File: src/rtl/inv_mix_columns_serial_pkg.sv
// Shared constants, FSM encoding and column gather/scatter helpers for the
// Blink-64a serialised inverse column mix.
package blink_pkg;

    localparam int CELL_W  = 4;
    localparam int N_CELLS = 16;
    localparam int N_COLS  = 4;
    localparam int N_ROWS  = N_CELLS / N_COLS;
    localparam int COL_W   = N_ROWS * CELL_W;
    localparam int STATE_W = N_CELLS * CELL_W;

    typedef enum logic [1:0] {
        ST_IDLE = 2'd0,
        ST_BUSY = 2'd1,
        ST_DONE = 2'd2
    } mix_state_t;

    // Column c is cells {c, c+4, c+8, c+12}; row r lands in column bits [4r+3:4r].
    function automatic logic [COL_W-1:0] get_col(input logic [STATE_W-1:0] st,
                                                 input logic [1:0]         c);
        logic [COL_W-1:0] col;
        col = '0;
        for (int row = 0; row < N_ROWS; row++) begin
            col[row*CELL_W +: CELL_W] = st[(int'(c) + N_COLS*row)*CELL_W +: CELL_W];
        end
        return col;
    endfunction

    function automatic logic [STATE_W-1:0] put_col(input logic [STATE_W-1:0] st,
                                                   input logic [1:0]         c,
                                                   input logic [COL_W-1:0]   col);
        logic [STATE_W-1:0] res;
        res = st;
        for (int row = 0; row < N_ROWS; row++) begin
            res[(int'(c) + N_COLS*row)*CELL_W +: CELL_W] = col[row*CELL_W +: CELL_W];
        end
        return res;
    endfunction

endpackage

File: src/rtl/inv_mix_columns_serial_inv_col_unit.sv
// Inverse mix of one 16-bit column: every output cell is the XOR of the
// other three input cells (the matrix is its own inverse).
module inv_col_unit
    import blink_pkg::*;
(
    input  logic [COL_W-1:0] i_col,
    output logic [COL_W-1:0] o_col
);

    logic [CELL_W-1:0] w_sum;

    always_comb begin
        w_sum = '0;
        for (int row = 0; row < N_ROWS; row++) begin
            w_sum = w_sum ^ i_col[row*CELL_W +: CELL_W];
        end
    end

    // Folding the cell back out of the full sum leaves the XOR of the others.
    always_comb begin
        for (int row = 0; row < N_ROWS; row++) begin
            o_col[row*CELL_W +: CELL_W] = w_sum ^ i_col[row*CELL_W +: CELL_W];
        end
    end

endmodule

File: src/rtl/inv_mix_columns_serial.sv
// Serialised inverse column mix for the Blink-64a decrypt round: accepts a
// 64-bit state, mixes COLS_PER_CYCLE columns per clock, returns the result.
module inv_mix_columns_serial
    import blink_pkg::*;
#(
    parameter int COLS_PER_CYCLE = 1
) (
    input  logic               clk,
    input  logic               rst,
    input  logic               in_valid,
    output logic               in_ready,
    input  logic [STATE_W-1:0] indata,
    output logic               out_valid,
    input  logic               out_ready,
    output logic [STATE_W-1:0] outdata,
    output logic               busy
);

    generate
        if (COLS_PER_CYCLE != 1 && COLS_PER_CYCLE != 2 && COLS_PER_CYCLE != 4) begin : g_bad_cfg
            $error("inv_mix_columns_serial: COLS_PER_CYCLE must be 1, 2 or 4");
        end
    endgenerate

    localparam logic [1:0] COL_STEP = 2'(COLS_PER_CYCLE);
    localparam logic [1:0] LAST_COL = 2'(N_COLS - COLS_PER_CYCLE);

    mix_state_t         r_state;
    logic [STATE_W-1:0] r_st;
    logic [1:0]         r_col;

    mix_state_t         w_state_nxt;
    logic [STATE_W-1:0] w_st_nxt;
    logic [1:0]         w_col_nxt;
    logic [STATE_W-1:0] w_st_mixed;
    logic               w_accept;

    logic [1:0]       w_col_idx [COLS_PER_CYCLE];
    logic [COL_W-1:0] w_col_in  [COLS_PER_CYCLE];
    logic [COL_W-1:0] w_col_out [COLS_PER_CYCLE];

    for (genvar g = 0; g < COLS_PER_CYCLE; g++) begin : g_unit
        assign w_col_idx[g] = r_col + 2'(g);
        assign w_col_in[g]  = get_col(r_st, w_col_idx[g]);

        inv_col_unit u_col (
            .i_col (w_col_in[g]),
            .o_col (w_col_out[g])
        );
    end

    always_comb begin
        w_st_mixed = r_st;
        for (int g = 0; g < COLS_PER_CYCLE; g++) begin
            w_st_mixed = put_col(w_st_mixed, w_col_idx[g], w_col_out[g]);
        end
    end

    assign in_ready  = !rst && ((r_state == ST_IDLE) || ((r_state == ST_DONE) && out_ready));
    assign w_accept  = in_valid && in_ready;
    assign out_valid = (r_state == ST_DONE);
    assign busy      = (r_state == ST_BUSY);
    assign outdata   = r_st;

    // NOTE: every output of this block gets a default first, so no path can infer a latch.
    always_comb begin
        w_state_nxt = r_state;
        w_st_nxt    = r_st;
        w_col_nxt   = r_col;
        case (r_state)
            ST_IDLE: begin
                if (w_accept) begin
                    w_st_nxt    = indata;
                    w_col_nxt   = '0;
                    w_state_nxt = ST_BUSY;
                end
            end
            ST_BUSY: begin
                w_st_nxt  = w_st_mixed;
                w_col_nxt = r_col + COL_STEP;
                if (r_col == LAST_COL) begin
                    w_state_nxt = ST_DONE;
                end
            end
            ST_DONE: begin
                if (out_ready) begin
                    if (in_valid) begin
                        w_st_nxt    = indata;
                        w_col_nxt   = '0;
                        w_state_nxt = ST_BUSY;
                    end else begin
                        w_state_nxt = ST_IDLE;
                    end
                end
            end
            default: w_state_nxt = ST_IDLE;
        endcase
    end

    // NOTE: sequential state uses non-blocking assignments only; the state word is
    // reset as well, since it drives outdata directly and must not leak a discarded block.
    always_ff @(posedge clk or posedge rst) begin
        if (rst) begin
            r_state <= ST_IDLE;
            r_st    <= '0;
            r_col   <= '0;
        end else begin
            r_state <= w_state_nxt;
            r_st    <= w_st_nxt;
            r_col   <= w_col_nxt;
        end
    end

endmodule

File: config.mk
export PLATFORM = sky130hd
export DESIGN_NAME = inv_mix_columns_serial
export DESIGN_NICKNAME = d
export VERILOG_FILES = /design/src/rtl/inv_mix_columns_serial_pkg.sv /design/src/rtl/inv_mix_columns_serial_inv_col_unit.sv /design/src/rtl/inv_mix_columns_serial.sv
export SDC_FILE = /design/constraint.sdc
export NUM_CORES = 1
export LEC_CHECK = 0
export CAP_MARGIN = 20
export CORE_ASPECT_RATIO = 0.9
export CORE_UTILIZATION = 52
export DETAILED_ROUTE_END_ITERATION = 8
export HOLD_SLACK_MARGIN = 0.15
export PLACE_DENSITY = 0.87
export SLEW_MARGIN = 15
export SYNTH_ARGS = -nofsm -noshare
export SYNTH_HDL_FRONTEND = slang
export SYNTH_SLANG_ARGS = --single-unit
File: constraint.sdc
create_clock -name clk -period 5.8 [get_ports clk]
set_input_delay 1.16 -clock clk [delete_from_list [all_inputs] [get_ports clk]]
set_output_delay 1.16 -clock clk [all_outputs]
set_load 0.02 [all_outputs]
# [Word-level counts from Yosys, hierarchy flattened]
# Cells that the tools add are included.
[word_totals] ff_bits=68 in_bits=68 out_inout_bits=67 elab_cells=63
[op_classes] add_sub_neg=8 eq_ne=7 n_shift=12 muxes=17 bitwise=7 n_reduce_logical=9
[ops] op="$bwmux 64" count=4
[ops] op="$shift 4x33->64 const A" count=4
[ops] op="$shiftx 4x33->64" count=4
[ops] op="$mux 64" count=3
[ops] op="$pmux 64 s3" count=1
[ops] op="$shiftx 64x32->4" count=3
[ops] op="$neg 7->33" count=2
[ops] op="$shiftx 64x5->4" count=1
[ops] op="$neg 4->33" count=1
[ops] op="$neg 6->33" count=1
[ops] op="$xor 4x4->4" count=7
[ops] op="$mux 2" count=6
[ops] op="$pmux 2 s3" count=2
[ops] op="$add 2x4->5 const B" count=2
[ops] op="$add 2x3->4 const B" count=1
[ops] op="$eq 2x2->1 const B" count=2
[ops] op="$ne 2x1->1 const B" count=2
[ops] op="$ne 2x2->1 const B" count=2
[ops] op="$reduce_and 4->1" count=1
[ops] op="$logic_and 1x1->1" count=3
[ops] op="$reduce_and 3->1" count=1
[ops] op="$reduce_bool 3->1" count=1
[ops] op="$add 2x1->2 const B" count=1
[ops] op="$eq 2x1->1 const B" count=1
[ops] op="other kinds (4)" count=4

# [Depth between registers and ports, before layout]
# Gate-level depths: netlist of the first run.
[depth] ltp_word=12 ltp_mapped=10 ltp_nobuf=7

# [By module]
# Synthesis of the first run repeated with hierarchy kept, for this count alone.
[hier_totals] cells_unflattened=422 area_unflattened_um2=4500.6
[modules_own_cells] module="inv_mix_columns_serial" instances=1 cells_per_inst=406 area_per_inst_um2=4090.2 seq_area_each_um2=1701.6
[modules_own_cells] module="inv_col_unit" instances=1 cells_per_inst=16 area_per_inst_um2=410.4 seq_area_each_um2=0.0

# [Worst setup path after synthesis of the first run]
# OpenSTA, ideal clock, no wires.
[synth_timing] path_type="in2out" from="input port out_ready" to="output port in_ready" arrival_ns=1.840 required_ns=4.640 slack_ns=2.800 stages=2 n_path_buf=0 path_cell_list="nand2b_1 nor3b_1"
[synth_via] elab_chain_len=3
[synth_rtl] element="start: declaration" line_no="inv_mix_columns_serial.sv:14" text="input logic out_ready,"
[synth_rtl] element="$logic_and 1x1->1" line_no="inv_mix_columns_serial.sv:59" text="assign in_ready = !rst && ((r_state == ST_IDLE) || ((r_state == ST_DONE) && out_ready));"
[synth_rtl] element="$logic_or 1x1->1" line_no="inv_mix_columns_serial.sv:59"
[synth_rtl] element="$logic_and 1x1->1" line_no="inv_mix_columns_serial.sv:59"
[synth_rtl] element="end: declaration" line_no="inv_mix_columns_serial.sv:11" text="output logic in_ready,"
# No other way between the ends.

# [Worst setup path after layout of the first run]
# Same ends and word-level chain as after synthesis.

==> impl_metrics.toml, run 1 <==
[global_route]
grt.overflow.total = 0
grt_pass1_wl_microns = 23600
grt_pass1_vias = 4458
grt_usage_pct = 34.7
antenna_found_initial = 0
grt_max_degree = 69

[drt]
drt_iter0_drc = 568
vias_per_cell = 6.62
wl_microns = 15100
vias = 4493
drt_first_pass_iters = 5
routedWlPerCell_microns = 22.3
drtAntennaViolNets = 0
drc = 0

[cells_and_area]
finalNetCount = 637
final_cell_area_sq_um = 6090
stdcell_count = 679
syn_to_final_growth_pct = 35.4
fill_cells = 592
seq_area_sq_um = 1700
antenna_cells = 0
drive_gt1_share_pct = 11.0
multi_input_area_sq_um = 2620

[clocking]
ctsResizeCount = 0
cts_setup_buffers = 0
tritoncts = "built"
cts_buffer_depth = 2
clock_latency_ns = 0.35
clkSinkCount = 68
htreeDepth = 3
cts.clk_slew.worst_paths_ns = 0.07
holdBufCountCts = 0
clockRootBuffer = "clkbuf_8"
cts_buffers = 9

[synth]
synthCells = 436
synth.yosys.warnings = 0
ys_seq_elements = 68
synth.distinct_cells = 51
syn_area_per_cell_sq_um = 10.3
ys_seq_area_share_pct = 37.8
syn-num-nets = 512
synth_area_sq_um = 4500
synth-edff-count = 0
async_reset_ff_share_pct = 100
synth_top_flop_cell = "dfrtp_1"

[floorplanning]
fp.dieH_microns = 90.2
start_util_pct = 54.7
core_sq_um = 8220
die_w_microns = 100
dieArea_sq_um = 9030
pin_count = 135
rows = 31

[critical_path]
cp.required_ns = 4.64
r2r_setup_slack_ns = 2.59
cp_max_fo = 5
start_kind = "input pin"
worstSetupEndpointType = "output port"
cp.arrival_ns = 2.68
crit_type = "input pin to output port"

[sta]
fin_crit_sh_pct = 66.2
slew_viol_final = 0
rsz0062_at_grt = "no"
setup_tns_ns = 0
fin_ws_ns = 1.96
final_hold_viol_count = 0
fin_skew_ns = 0.00607
finalWorstPathRequiredPeriod_ns = 3.84
worst_slew_pin_slew_ns = 0.987
relSlewSlack_pct = 34.2
clock.fmax_ghz = 0.260
setup_violations = 0

[place]
placed_cells = 665
place_area_sq_um = 5910
gp_congestion = 0.892
dp_hpwl_microns = 10800
numPortBuffers = 134
dp_slack_ns = 1.95

[min_path]
worstHoldPathType = "flop to flop"

[outcome]
status = "completed"

[flow_run]
maxCapViolCount = 0
==> cells by family after synthesis <==
kind of cell / Yosys count / synth area share [%]
fa+ha+maj: 8 / 2.22
buf+inv: 40 / 4.06
simple gates: 123 / 12.8
mux: 30 / 11.8
flops: 68 / 37.8
compound gates: 134 / 22.1
xor+xnor: 33 / 9.09
==> worst max-delay path, stage by stage <==
cell and delay [ns]:
clkdlybuf4s50_1 0.49, nand2b_1 0.20, nor3b_1 0.20, clkdlybuf4s50_1 0.63
==> flip-flops by register name (all words and copies together) (netlist names) <==
register,cells
outdata,64
r_state,2
r_col,2
==> metal layers <==
metal  GRT usage, %  wire length [microns]  up-vias
li1               -                      -     1929
met1           47.5                   5950     2127
met2           50.9                   6690      384
met3           7.78                   1860       53
met4           19.6                    622        0
met5              0                      0        -
==> stage by stage <==
step / util, % / hold slack [ns]
4_1_cts: 74.0 / 0.519
6_report: 74.1 / 0.522
2_1_floorplan: - / 0.544
3_5_place_dp: 71.9 / 0.501
3_3_place_gp: 71.9 / 0.488
5_1_grt: 74.1 / 0.533
==> final timing paths <==
| check | start | to | depth (start not counted) |
|---|---|---|---|
| worst min register to register | outdata[36] | outdata[36] | 2 |
| min in group asynchronous | rst | r_state[0] | 3 |
| worst max-delay path | out_ready | in_ready | 4 |
| worst max register to register | r_col[0] | outdata[37] | 6 |
| worst min-delay path | outdata[36] | outdata[36] | 2 |
| max in group asynchronous | rst | outdata[47] | 3 |
==> synth_stat cells, drive strengths merged, types with 7 or more instances <==
library cell	count	area [sq um]
o21ai	14	70.1
buf	11	73.8
mux2	8	90.1
dfrtp	68	1700
ha	8	100
nor3b	7	52.6
xnor2	33	409
nor3	10	50.1
nor2	53	199
a21oi	14	70.1
a22oi	28	210
nand2	27	101
inv	11	41.3
a31oi	7	43.8
a221oi	17	149
a22o	9	78.8
o22ai	8	50.1
clkbuf	18	67.6
mux4	16	383
==> layout make-up <==
| cell class | count | share of cell area, % |
|---|---|---|
| Multi-Input combinational cell | 328 | 43.0 |
| Sequential cell | 68 | 27.9 |
| Timing Repair Buffer | 143 | 23.1 |
| Clock buffer | 12 | 2.71 |
| Tap cell | 115 | 2.36 |
| Inverter | 11 | 0.678 |
| Clock inverter | 2 | 0.164 |
==> cell usage in the layout, fill, tap and decap left out, types with 6 or more instances in the layout <==
master,count
o21ai_0,14
clkdlybuf4s50_1,134
clkbuf_8,12
a21oi_1,14
o22ai_1,8
o31ai_1,6
a22oi_1,28
mux4_1,6
mux2i_1,6
nor2_1,53
a211oi_1,6
a2bb2oi_1,6
mux2_2,8
dfrtp_1,68
a31oi_1,7
inv_1,10
nand2_1,27
ha_1,8
xnor2_2,11
a221oi_1,17
mux4_2,10
nor3b_1,7
xnor2_1,20
a22o_1,9
nor3_1,9
buf_4,9
Power of run 1 is not shown: default switching activity piles up to over one toggle a cycle in this logic, so the estimate is an artifact.
==> run 2: changes to the inputs <==
--- a/config.mk
+++ b/config.mk
@@ -7,10 +7,10 @@
 export LEC_CHECK = 0
 export CAP_MARGIN = 20
 export CORE_ASPECT_RATIO = 0.9
-export CORE_UTILIZATION = 52
+export CORE_UTILIZATION = 48
 export DETAILED_ROUTE_END_ITERATION = 8
 export HOLD_SLACK_MARGIN = 0.15
-export PLACE_DENSITY = 0.87
+export PLACE_DENSITY = 0.81
 export SLEW_MARGIN = 15
 export SYNTH_ARGS = -nofsm -noshare
 export SYNTH_HDL_FRONTEND = slang
==> constraint.sdc (replaced) <==
create_clock -name clk -period 3.8 [get_ports clk]
set_input_delay 0.76 -clock clk [delete_from_list [all_inputs] [get_ports clk]]
set_output_delay 0.76 -clock clk [all_outputs]
set_load 0.02 [all_outputs]
==> run 2 against run 1 <==
Against the previous run:
- sequential cell count stayed put
- routed wire length is 0.81% lower
- die area is 8.2% higher
- clock skew is 0.0011 ns higher
==> impl_metrics.toml, run 2 (same netlist as run 1, synthesis figures left out) <==
[drt]
drt_first_pass_iters = 8
drc = 0
wl_met3_microns = 1870
highest-signal-layer = "met4"
wl_microns = 15000
met2WireLength_microns = 6660
wl_met1_microns = 6130
drtAntennaViolNets = 0
vias_per_cell = 6.29
vias = 4358
routedWlPerCell_microns = 21.6
drt_iter0_drc = 422

[outcome]
status = "completed"

[floorplanning]
die_w_microns = 104
pin_count = 135
dieArea_sq_um = 9770
start_util_pct = 49.3
fp.dieH_microns = 93.9
rows = 33
core_sq_um = 9130

[sta]
fin_crit_sh_pct = 81.1
slew_viol_final = 0
setup_violations = 0
final_hold_viol_count = 0
clock.fmax_ghz = 0.324
rsz0062_at_grt = "no"
setup_tns_ns = 0
finalWorstPathRequiredPeriod_ns = 3.08
fin_skew_ns = 0.00716
worst_slew_pin_slew_ns = 0.874
relSlewSlack_pct = 41.8

[cells_and_area]
stdcell_count = 693
final_cell_mix = "clkdlybuf4s50_1, dfrtp_1, nor2_1"
finalNetCount = 643
antenna_cells = 0
syn_to_final_growth_pct = 36.7
drive_gt1_share_pct = 11.4
largest_reg_flops = 64
final_common_cell = "clkdlybuf4s50_1"
final_cell_area_sq_um = 6150

[clocking]
cts_buffers = 9
cts.clk_slew.worst_paths_ns = 0.07
cts_setup_buffers = 0
holdBufCountCts = 0
cts_buffer_depth = 2
htreeDepth = 3
clockRootBuffer = "clkbuf_8"
clock_latency_ns = 0.34
clkSinkCount = 68
ctsResizeCount = 0
tritoncts = "built"

[critical_path]
cp.arrival_ns = 2.32
path_cells = "clkdlybuf4s50_1 -> nand2b_1 -> nor3b_1 -> clkdlybuf4s50_1"
slowest_stage = "clkdlybuf4s50_1"
cp_max_fo = 5
max_stage_delay_ns = 0.64
r2r_end = "outdata[50]"
r2r_setup_slack_ns = 1.09
start_kind = "input pin"
crit_type = "input pin to output port"
cp_top_family = "buffers and inverters"
worstSetupEndpointType = "output port"
timing.critical_path.buf_inv = 2
cpMostUsedCell = "clkdlybuf4s50_1"
worst-path-stages = 4
ff2ff_path_depth = 6
cp.required_ns = 3.04
regToRegStartpoint = "r_col[0]"

[min_path]
worstHoldStart = "outdata[22]"
hold_depth = 2
worstHoldPathType = "flop to flop"
holdPathEnd = "outdata[22]"

[place]
numPortBuffers = 134
dp_hpwl_microns = 10900
placed_cells = 678
gp_congestion = 0.872
place_area_sq_um = 5970

[global_route]
grt_usage_pct = 31.3
grt.overflow.total = 0
grt_max_degree = 69
antenna_found_initial = 0
grt_pass1_vias = 4145
grt_pass1_wl_microns = 23100

[flow_run]
maxCapViolCount = 0
==> run 2: cell type report <==
cell class                      count  area, sq um
Fill cell                         708         2970
Inverter                           11         41.3
Timing Repair Buffer              149         1450
Sequential cell                    68         1700
Clock buffer                       13          149
Multi-Input combinational cell    328         2620
Tap cell                          122          153
Clock inverter                      2         35.0
==> run 2: worst max-delay path by stage <==
stage	from	end
final	out_ready	in_ready
after floorplan	r_col[0]	outdata[52]
after CTS	out_ready	in_ready
after global placement	out_ready	in_ready
after detailed placement	out_ready	in_ready
after global routing	out_ready	in_ready
==> run 2: worst reg2reg max path: cells and delay by family, from the launching register on <==
family	cells	cell delay, ns
AO/OA/AOI/OAI	1	0.53
flip-flops	1	0.38
AND/OR/NAND/NOR	1	0.12
multiplexers	1	0.76
XOR/XNOR	2	0.48
buffers and inverters	1	0.31
==> run 2: per-layer routing <==
layer / GRT usage, % / vias up
met3: 6.73 / 33
li1: - / 1931
met5: 0 / -
met2: 48.3 / 312
met1: 43.7 / 2082
met4: 11.1 / 0
==> run 2: stage by stage <==
stage | setup slack [ns] | hold slack [ns] | utilization, %
after CTS | 0.710 | 0.509 | 67.4
final | 0.718 | 0.503 | 67.4
after global routing | 0.665 | 0.539 | 67.4
after floorplan | 1.28 | 0.544 | -
after global placement | 0.804 | 0.493 | 65.4
after detailed placement | 0.719 | 0.493 | 65.4
Power of run 2 is left out for the same reason.
